<file path="src/rtl/key_pkg.sv">
// Shared key codes, operator encodings and entry-state type for the keypad front end.
package key_pkg;

    localparam logic [3:0] KEY_ADD = 4'd10;
    localparam logic [3:0] KEY_SUB = 4'd11;
    localparam logic [3:0] KEY_MUL = 4'd12;
    localparam logic [3:0] KEY_ENT = 4'd13;
    localparam logic [3:0] KEY_DEL = 4'd14;
    localparam logic [3:0] KEY_DIV = 4'd15;

    localparam logic [1:0] OP_ADD = 2'b00;
    localparam logic [1:0] OP_SUB = 2'b01;
    localparam logic [1:0] OP_MUL = 2'b10;
    localparam logic [1:0] OP_DIV = 2'b11;

    typedef enum logic [1:0] {
        ENTER_A,
        ENTER_B,
        HOLD
    } state_t;

    function automatic logic is_op(input logic [3:0] key);
        return (key == KEY_ADD) || (key == KEY_SUB) || (key == KEY_MUL) || (key == KEY_DIV);
    endfunction

    function automatic logic [1:0] op_code(input logic [3:0] key);
        logic [1:0] op;
        op = OP_ADD;
        case (key)
            KEY_SUB: op = OP_SUB;
            KEY_MUL: op = OP_MUL;
            KEY_DIV: op = OP_DIV;
            default: op = OP_ADD;
        endcase
        return op;
    endfunction

endpackage

</file>
<file path="src/rtl/key_entry_if.sv">
// Command bus from the key entry block to the arithmetic unit (valid/ready handshake).
interface key_entry_if #(
    parameter int unsigned DIGITS = 4
);
    logic                  cmd_valid;
    logic                  cmd_ready;
    logic [1:0]            cmd_op;
    logic [4*DIGITS-1:0]   cmd_a;
    logic [4*DIGITS-1:0]   cmd_b;

    modport master (output cmd_valid, output cmd_op, output cmd_a, output cmd_b, input cmd_ready);
    modport slave  (input cmd_valid, input cmd_op, input cmd_a, input cmd_b, output cmd_ready);
endinterface

</file>
<file path="src/rtl/key_event_det.sv">
// Rising-edge detector on the scanner's key-held level; one event per press.
module key_event_det (
    input  logic clk,
    input  logic rst_n,
    input  logic key_en,
    output logic key_evt
);
    logic prev;

    // Resetting to 1 suppresses an event for a key already held at reset release.
    always_ff @(posedge clk or negedge rst_n) begin
        if (!rst_n) prev <= 1'b1;
        else        prev <= key_en;
    end

    assign key_evt = key_en & ~prev;
endmodule

</file>
<file path="src/rtl/key_entry.sv">
// Keypad operand/operator entry: builds two BCD operands and an operator, then
// presents them as a command and holds until the downstream accepts.
module key_entry
    import key_pkg::*;
#(
    parameter  int unsigned DIGITS = 4,
    localparam int unsigned CW     = $clog2(DIGITS + 1)
) (
    input  logic                clk,
    input  logic                rst_n,
    input  logic                key_en,
    input  logic [3:0]          key_value,
    key_entry_if.master         cmd,
    output logic [4*DIGITS-1:0] disp_bcd,
    output logic [CW-1:0]       disp_cnt,
    output logic                disp_sel
);
    localparam logic [CW-1:0] MAX_CNT = CW'(DIGITS);

    logic                key_evt;
    logic                is_digit;
    state_t              state_q, state_d;
    logic [4*DIGITS-1:0] entry_q, entry_d;
    logic [4*DIGITS-1:0] a_q, a_d;
    logic [4*DIGITS-1:0] b_q, b_d;
    logic [CW-1:0]       cnt_q, cnt_d;
    logic [CW-1:0]       acnt_q, acnt_d;
    logic [1:0]          op_q, op_d;
    logic                valid_q, valid_d;

    key_event_det u_det (
        .clk     (clk),
        .rst_n   (rst_n),
        .key_en  (key_en),
        .key_evt (key_evt)
    );

    assign is_digit = (key_value <= 4'd9);

    always_ff @(posedge clk or negedge rst_n) begin
        if (!rst_n) begin
            state_q <= ENTER_A;
            entry_q <= '0;
            a_q     <= '0;
            b_q     <= '0;
            cnt_q   <= '0;
            acnt_q  <= '0;
            op_q    <= OP_ADD;
            valid_q <= 1'b0;
        end else begin
            state_q <= state_d;
            entry_q <= entry_d;
            a_q     <= a_d;
            b_q     <= b_d;
            cnt_q   <= cnt_d;
            acnt_q  <= acnt_d;
            op_q    <= op_d;
            valid_q <= valid_d;
        end
    end

    always_comb begin
        state_d = state_q;
        entry_d = entry_q;
        a_d     = a_q;
        b_d     = b_q;
        cnt_d   = cnt_q;
        acnt_d  = acnt_q;
        op_d    = op_q;
        valid_d = valid_q;
        case (state_q)
            ENTER_A, ENTER_B: begin
                if (key_evt) begin
                    if (is_digit) begin
                        if (cnt_q < MAX_CNT) begin
                            entry_d = {entry_q[4*DIGITS-5:0], key_value};
                            cnt_d   = cnt_q + 1'b1;
                        end
                    end else if (key_value == KEY_DEL) begin
                        if (cnt_q != '0) begin
                            entry_d = {4'h0, entry_q[4*DIGITS-1:4]};
                            cnt_d   = cnt_q - 1'b1;
                        end else if (state_q == ENTER_B) begin
                            // Backing out of an empty B re-opens A for editing.
                            state_d = ENTER_A;
                            entry_d = a_q;
                            cnt_d   = acnt_q;
                        end
                    end else if (is_op(key_value)) begin
                        if (state_q == ENTER_A) begin
                            a_d     = entry_q;
                            acnt_d  = cnt_q;
                            op_d    = op_code(key_value);
                            entry_d = '0;
                            cnt_d   = '0;
                            state_d = ENTER_B;
                        end else if (cnt_q == '0) begin
                            op_d = op_code(key_value);
                        end
                    end else if ((key_value == KEY_ENT) && (state_q == ENTER_B)) begin
                        b_d     = entry_q;
                        valid_d = 1'b1;
                        state_d = HOLD;
                    end
                end
            end
            HOLD: begin
                if (cmd.cmd_ready) begin
                    valid_d = 1'b0;
                    a_d     = '0;
                    acnt_d  = '0;
                    b_d     = '0;
                    entry_d = '0;
                    cnt_d   = '0;
                    state_d = ENTER_A;
                end
            end
            default: state_d = ENTER_A;
        endcase
    end

    assign cmd.cmd_valid = valid_q;
    assign cmd.cmd_op    = op_q;
    assign cmd.cmd_a     = a_q;
    assign cmd.cmd_b     = b_q;
    assign disp_bcd      = entry_q;
    assign disp_cnt      = cnt_q;
    assign disp_sel      = (state_q != ENTER_A);
endmodule
</file>
<file path="src/flat_wrapper.sv">
// flat-port wrapper written by rule: the top's interface ports become plain ports
module key_entry_flat import key_pkg::*;
#(
    parameter  int unsigned DIGITS = 4,
    localparam int unsigned CW     = $clog2(DIGITS + 1)
)
  (clk, rst_n, key_en, key_value, disp_bcd, disp_cnt, disp_sel, cmd_cmd_valid, cmd_cmd_op, cmd_cmd_a, cmd_cmd_b, cmd_cmd_ready);
  key_entry_if #(.DIGITS(DIGITS)) cmd_i ();
  input  logic clk;
  input  logic rst_n;
  input  logic key_en;
  input  logic [3:0] key_value;
  output logic [4*DIGITS-1:0] disp_bcd;
  output logic [CW-1:0] disp_cnt;
  output logic disp_sel;
  output wire logic [$bits(cmd_i.cmd_valid)-1:0] cmd_cmd_valid;
  output wire logic [$bits(cmd_i.cmd_op)-1:0] cmd_cmd_op;
  output wire logic [$bits(cmd_i.cmd_a)-1:0] cmd_cmd_a;
  output wire logic [$bits(cmd_i.cmd_b)-1:0] cmd_cmd_b;
  input wire logic [$bits(cmd_i.cmd_ready)-1:0] cmd_cmd_ready;
  assign cmd_cmd_valid = cmd_i.cmd_valid;
  assign cmd_cmd_op = cmd_i.cmd_op;
  assign cmd_cmd_a = cmd_i.cmd_a;
  assign cmd_cmd_b = cmd_i.cmd_b;
  assign cmd_i.cmd_ready = cmd_cmd_ready;
  key_entry #(.DIGITS(DIGITS)) u_core (.clk(clk), .rst_n(rst_n), .key_en(key_en), .key_value(key_value), .cmd(cmd_i), .disp_bcd(disp_bcd), .disp_cnt(disp_cnt), .disp_sel(disp_sel));
endmodule
</file>
<file path="config.mk">
export PLATFORM = sky130hd
export DESIGN_NAME = key_entry_flat
export DESIGN_NICKNAME = d
export VERILOG_FILES = /design/src/rtl/key_pkg.sv /design/src/rtl/key_entry_if.sv /design/src/rtl/key_event_det.sv /design/src/rtl/key_entry.sv /design/src/flat_wrapper.sv
export SDC_FILE = /design/constraint.sdc
export NUM_CORES = 1
export LEC_CHECK = 0
export CAP_MARGIN = 10
export CORE_AREA = 2 2 89 91
export CTS_CLUSTER_DIAMETER = 30
export CTS_CLUSTER_SIZE = 20
export DETAILED_ROUTE_END_ITERATION = 10
export DIE_AREA = 0 0 91 93
export GPL_TIMING_DRIVEN = 0
export PLACE_DENSITY = 0.61
export SLEW_MARGIN = 40
export SYNTH_ARGS = -nofsm -noshare
export SYNTH_HDL_FRONTEND = slang
export SYNTH_SLANG_ARGS = --single-unit
</file>
<file path="constraint.sdc">
create_clock -name clk -period 3.1 [get_ports clk]
set_input_delay 0.31 -clock clk [delete_from_list [all_inputs] [get_ports clk]]
set_output_delay 0.31 -clock clk [all_outputs]
set_load 0.01 [all_outputs]
</file>
==> results.tsv <==
metric	value	unit
status	complete, no violations	
Reg2Reg Depth	8	
peak supply drop	0.287	mV
worst-path fanout max	10	
Max Fclk	381	MHz
area leader, netlist	dfrtp_1	
Unique masters post-synth	45	
Slew Limit Fails	0	
first-pass detailed-route iteration total	4	
setup violators final	0	
Synth area leaders	dfrtp_1 (51%), a22o_1 (11%), mux2_4 (4.6%), mux2i_1 (4.1%), mux2_1 (3.5%)	
YS warnings	0	
cells along the critical path	inv_1, ha_1, nor2b_1, clkbuf_1, nand2_1, o21ai_2, buf_6, mux2_4	
vias	2358	
final hold viol count	0	
global-route met3 utilization	4.35	%
vias per inst	5.46	
gr busiest metal	met2	
gr ovfl total	0	
FILL cells	719	
worst min path class	primary input to flop	
Finished Core Util	51.3	%
drt initial violations	93	
global-route met2 utilization	30.2	%
CTS tree	done	
max incr delay on CP	0.46	ns
Clock Pin Slew Worst Setup and Hold Paths	0.07	ns
row count	32	
# DRC	0	
die area	8460	µm²
Leakage	0.00174	µW
syn avg cell area	11.6	µm²
min Tclk post-route	2.63	ns
setup TNS	0	ns
ANT nets after route	0	
area share of the largest cell type after synthesis	50.5	%
DIE WIDTH	91	µm
setup repair after global routing missed its margin	no	
post-cts sizing count	0	
I/O pins	63	
Worst-Margin Slew	0.618	ns
post-synthesis cell count	252	
critical path class	flop to flop	
pin count of the biggest net entering global routing	33	
global-route wire length before repair	12900	µm
P&R area growth vs syn	32.1	%
clock latency on the worst-skew pair	0.34	ns
Startpoint Class	flop	
skew final	0.00831	ns
CTS Buffer Depth	2	
Max-Cap Viols	0	
cell family with most CP delay	buffers and inverters	
Starting Density	38.8	%
CP Buf/Inv Count	3	
Max-Slew Margin vs Limit	58.7	%
register area share after synthesis	51.4	%
CTS Buf Count	9	
final period utilization	84.7	%
met1 GRT Util	27.8	%
slowest stage cell, crit path	o21ai_2	
H-tree Lvls	3	
Final nets	336	
critical path depth	8	
Worst Setup End Kind	flop	
Syn Nets	263	
WL/cell	18.4	µm
hpwl dp	5350	µm
initial antenna violation count	0	
Clock Sinks	60	
worst hold stages	2	
Ant. Diodes	0	
GRT Resource Usage Total	19.7	%
clk root buf	clkbuf_8	
register bit count reported by yosys	60	
share of cells above drive strength 1	14.2	%
CP arrival	2.85	ns
total wire length	7940	µm
die height	93	µm
Worst EP required	3.32	ns
IO Port Bufs	60	
synthesized cell area	2920	µm²
most frequent cells in the layout	clkdlybuf4s50_1 (59), dfrtp_1 (59), a22o_1 (37), nand2_1 (24), nor2_1 (15)	
Core ar.	7530	µm²
PD cells	773	nW/µm²
vias in the first global route	2361	
GPL Wtd Cong	0.787	
==> state kept, by name, summed over array words and instances (netlist names) <==
name / cells
u_core.cmd.cmd_a: 16
u_core.cmd.cmd_b: 16
u_core.disp_bcd: 16
u_core.acnt_q: 3
u_core.disp_cnt: 3
u_core.cmd.cmd_op: 2
u_core.state_q: 2
u_core.cmd.cmd_valid: 1
u_core.u_det.prev: 1
==> layout make-up <==
cell class                      instances  area (µm²)  area share, %
Multi-Input combinational cell        172        1310           34.0
Tap cell                              102         128           3.30
Inverter                                5        18.8          0.486
Buffer                                 15        87.6           2.27
Clock inverter                          5        52.6           1.36
Clock buffer                           11         131           3.40
Timing Repair Buffer                   62         628           16.3
Sequential cell                        60        1500           38.9
==> cells in the mapped netlist (all sizes together) <==
library cell / n
dfstp: 1
nand2: 24
a21oi: 3
a2bb2oi: 1
o21ai: 19
mux2i: 12
o21a: 1
buf: 11
a22o: 37
dfrtp: 59
nand4b: 1
nand2b: 2
o22ai: 1
nor2b: 4
a221oi: 1
and2: 1
and2b: 1
inv: 5
or3b: 1
xnor2: 1
a21o: 3
o2111a: 1
nor2: 17
o31ai: 4
nor3b: 2
nor3: 2
mux2: 18
ha: 3
or2: 2
a22oi: 8
nand3: 1
a32oi: 1
clkbuf: 4
==> per-stage QoR <==
step / total power, µW / instance area, µm² / instances / worst slack (ns) / hold WS (ns)
final: 2990 / 3860 / 432 / 0.473 / 0.203
after CTS: 3010 / 3860 / 432 / 0.470 / 0.190
after floorplan: 1780 / 2920 / 252 / 0.940 / 0.0144
after global placement: 2310 / 3650 / 414 / -0.289 / 0.464
after global routing: 3150 / 3860 / 432 / 0.349 / 0.214
after detailed placement: 2320 / 3670 / 415 / 0.470 / 0.286
==> kinds of logic after synthesis <==
family | synth area share [%]
xor+xnor | 0.300
simple gates | 9.85
compound gates | 21.3
mux | 12.2
fa+ha+maj | 1.28
buf+inv | 3.64
flops | 51.4
==> metal layers <==
layer  up-vias  wire length (µm)
met1      1201              3760
met3         9               355
li1       1078                 -
met2        70              3720
met5         -                 0
met4         0               110
==> power by group <==
group / internal, µW / switching [µW] / total, µW / leakage [µW]
combinational: 626 / 484 / 1110 / 0.000843
sequential: 965 / 231 / 1200 / 0.000807
clock: 367 / 312 / 679 / 0.0000931
total: 1960 / 1030 / 2990 / 0.00174
==> timing repair <==
| action | in CTS | in global routing |
|---|---|---|
| hold buffers | 1 | 0 |
| endpoints found under the hold margin | 30 | 0 |
| buffers inserted | 0 | 0 |
==> final timing paths <==
check	slack [ns]	end	start
max in group asynchronous	2.13	u_core.cmd.cmd_b[7]	rst_n
min	0.20	u_core.cmd.cmd_op[1]	key_value[1]
min reg2reg	0.48	u_core.cmd.cmd_valid	u_core.cmd.cmd_valid
max reg2reg	0.47	u_core.disp_bcd[2]	u_core.disp_cnt[0]
max	0.47	u_core.disp_bcd[2]	u_core.disp_cnt[0]
min in group asynchronous	0.45	u_core.state_q[0]	rst_n
==> worst register-to-register path: stages, from the launching register on <==
cell,delay [ns]
dfrtp_1,0.44
inv_1,0.14
ha_1,0.22
nor2b_1,0.14
clkbuf_1,0.37
nand2_1,0.16
o21ai_2,0.46
buf_6,0.27
mux2_4,0.32
Note: power is estimated with default switching activity, not from simulation.
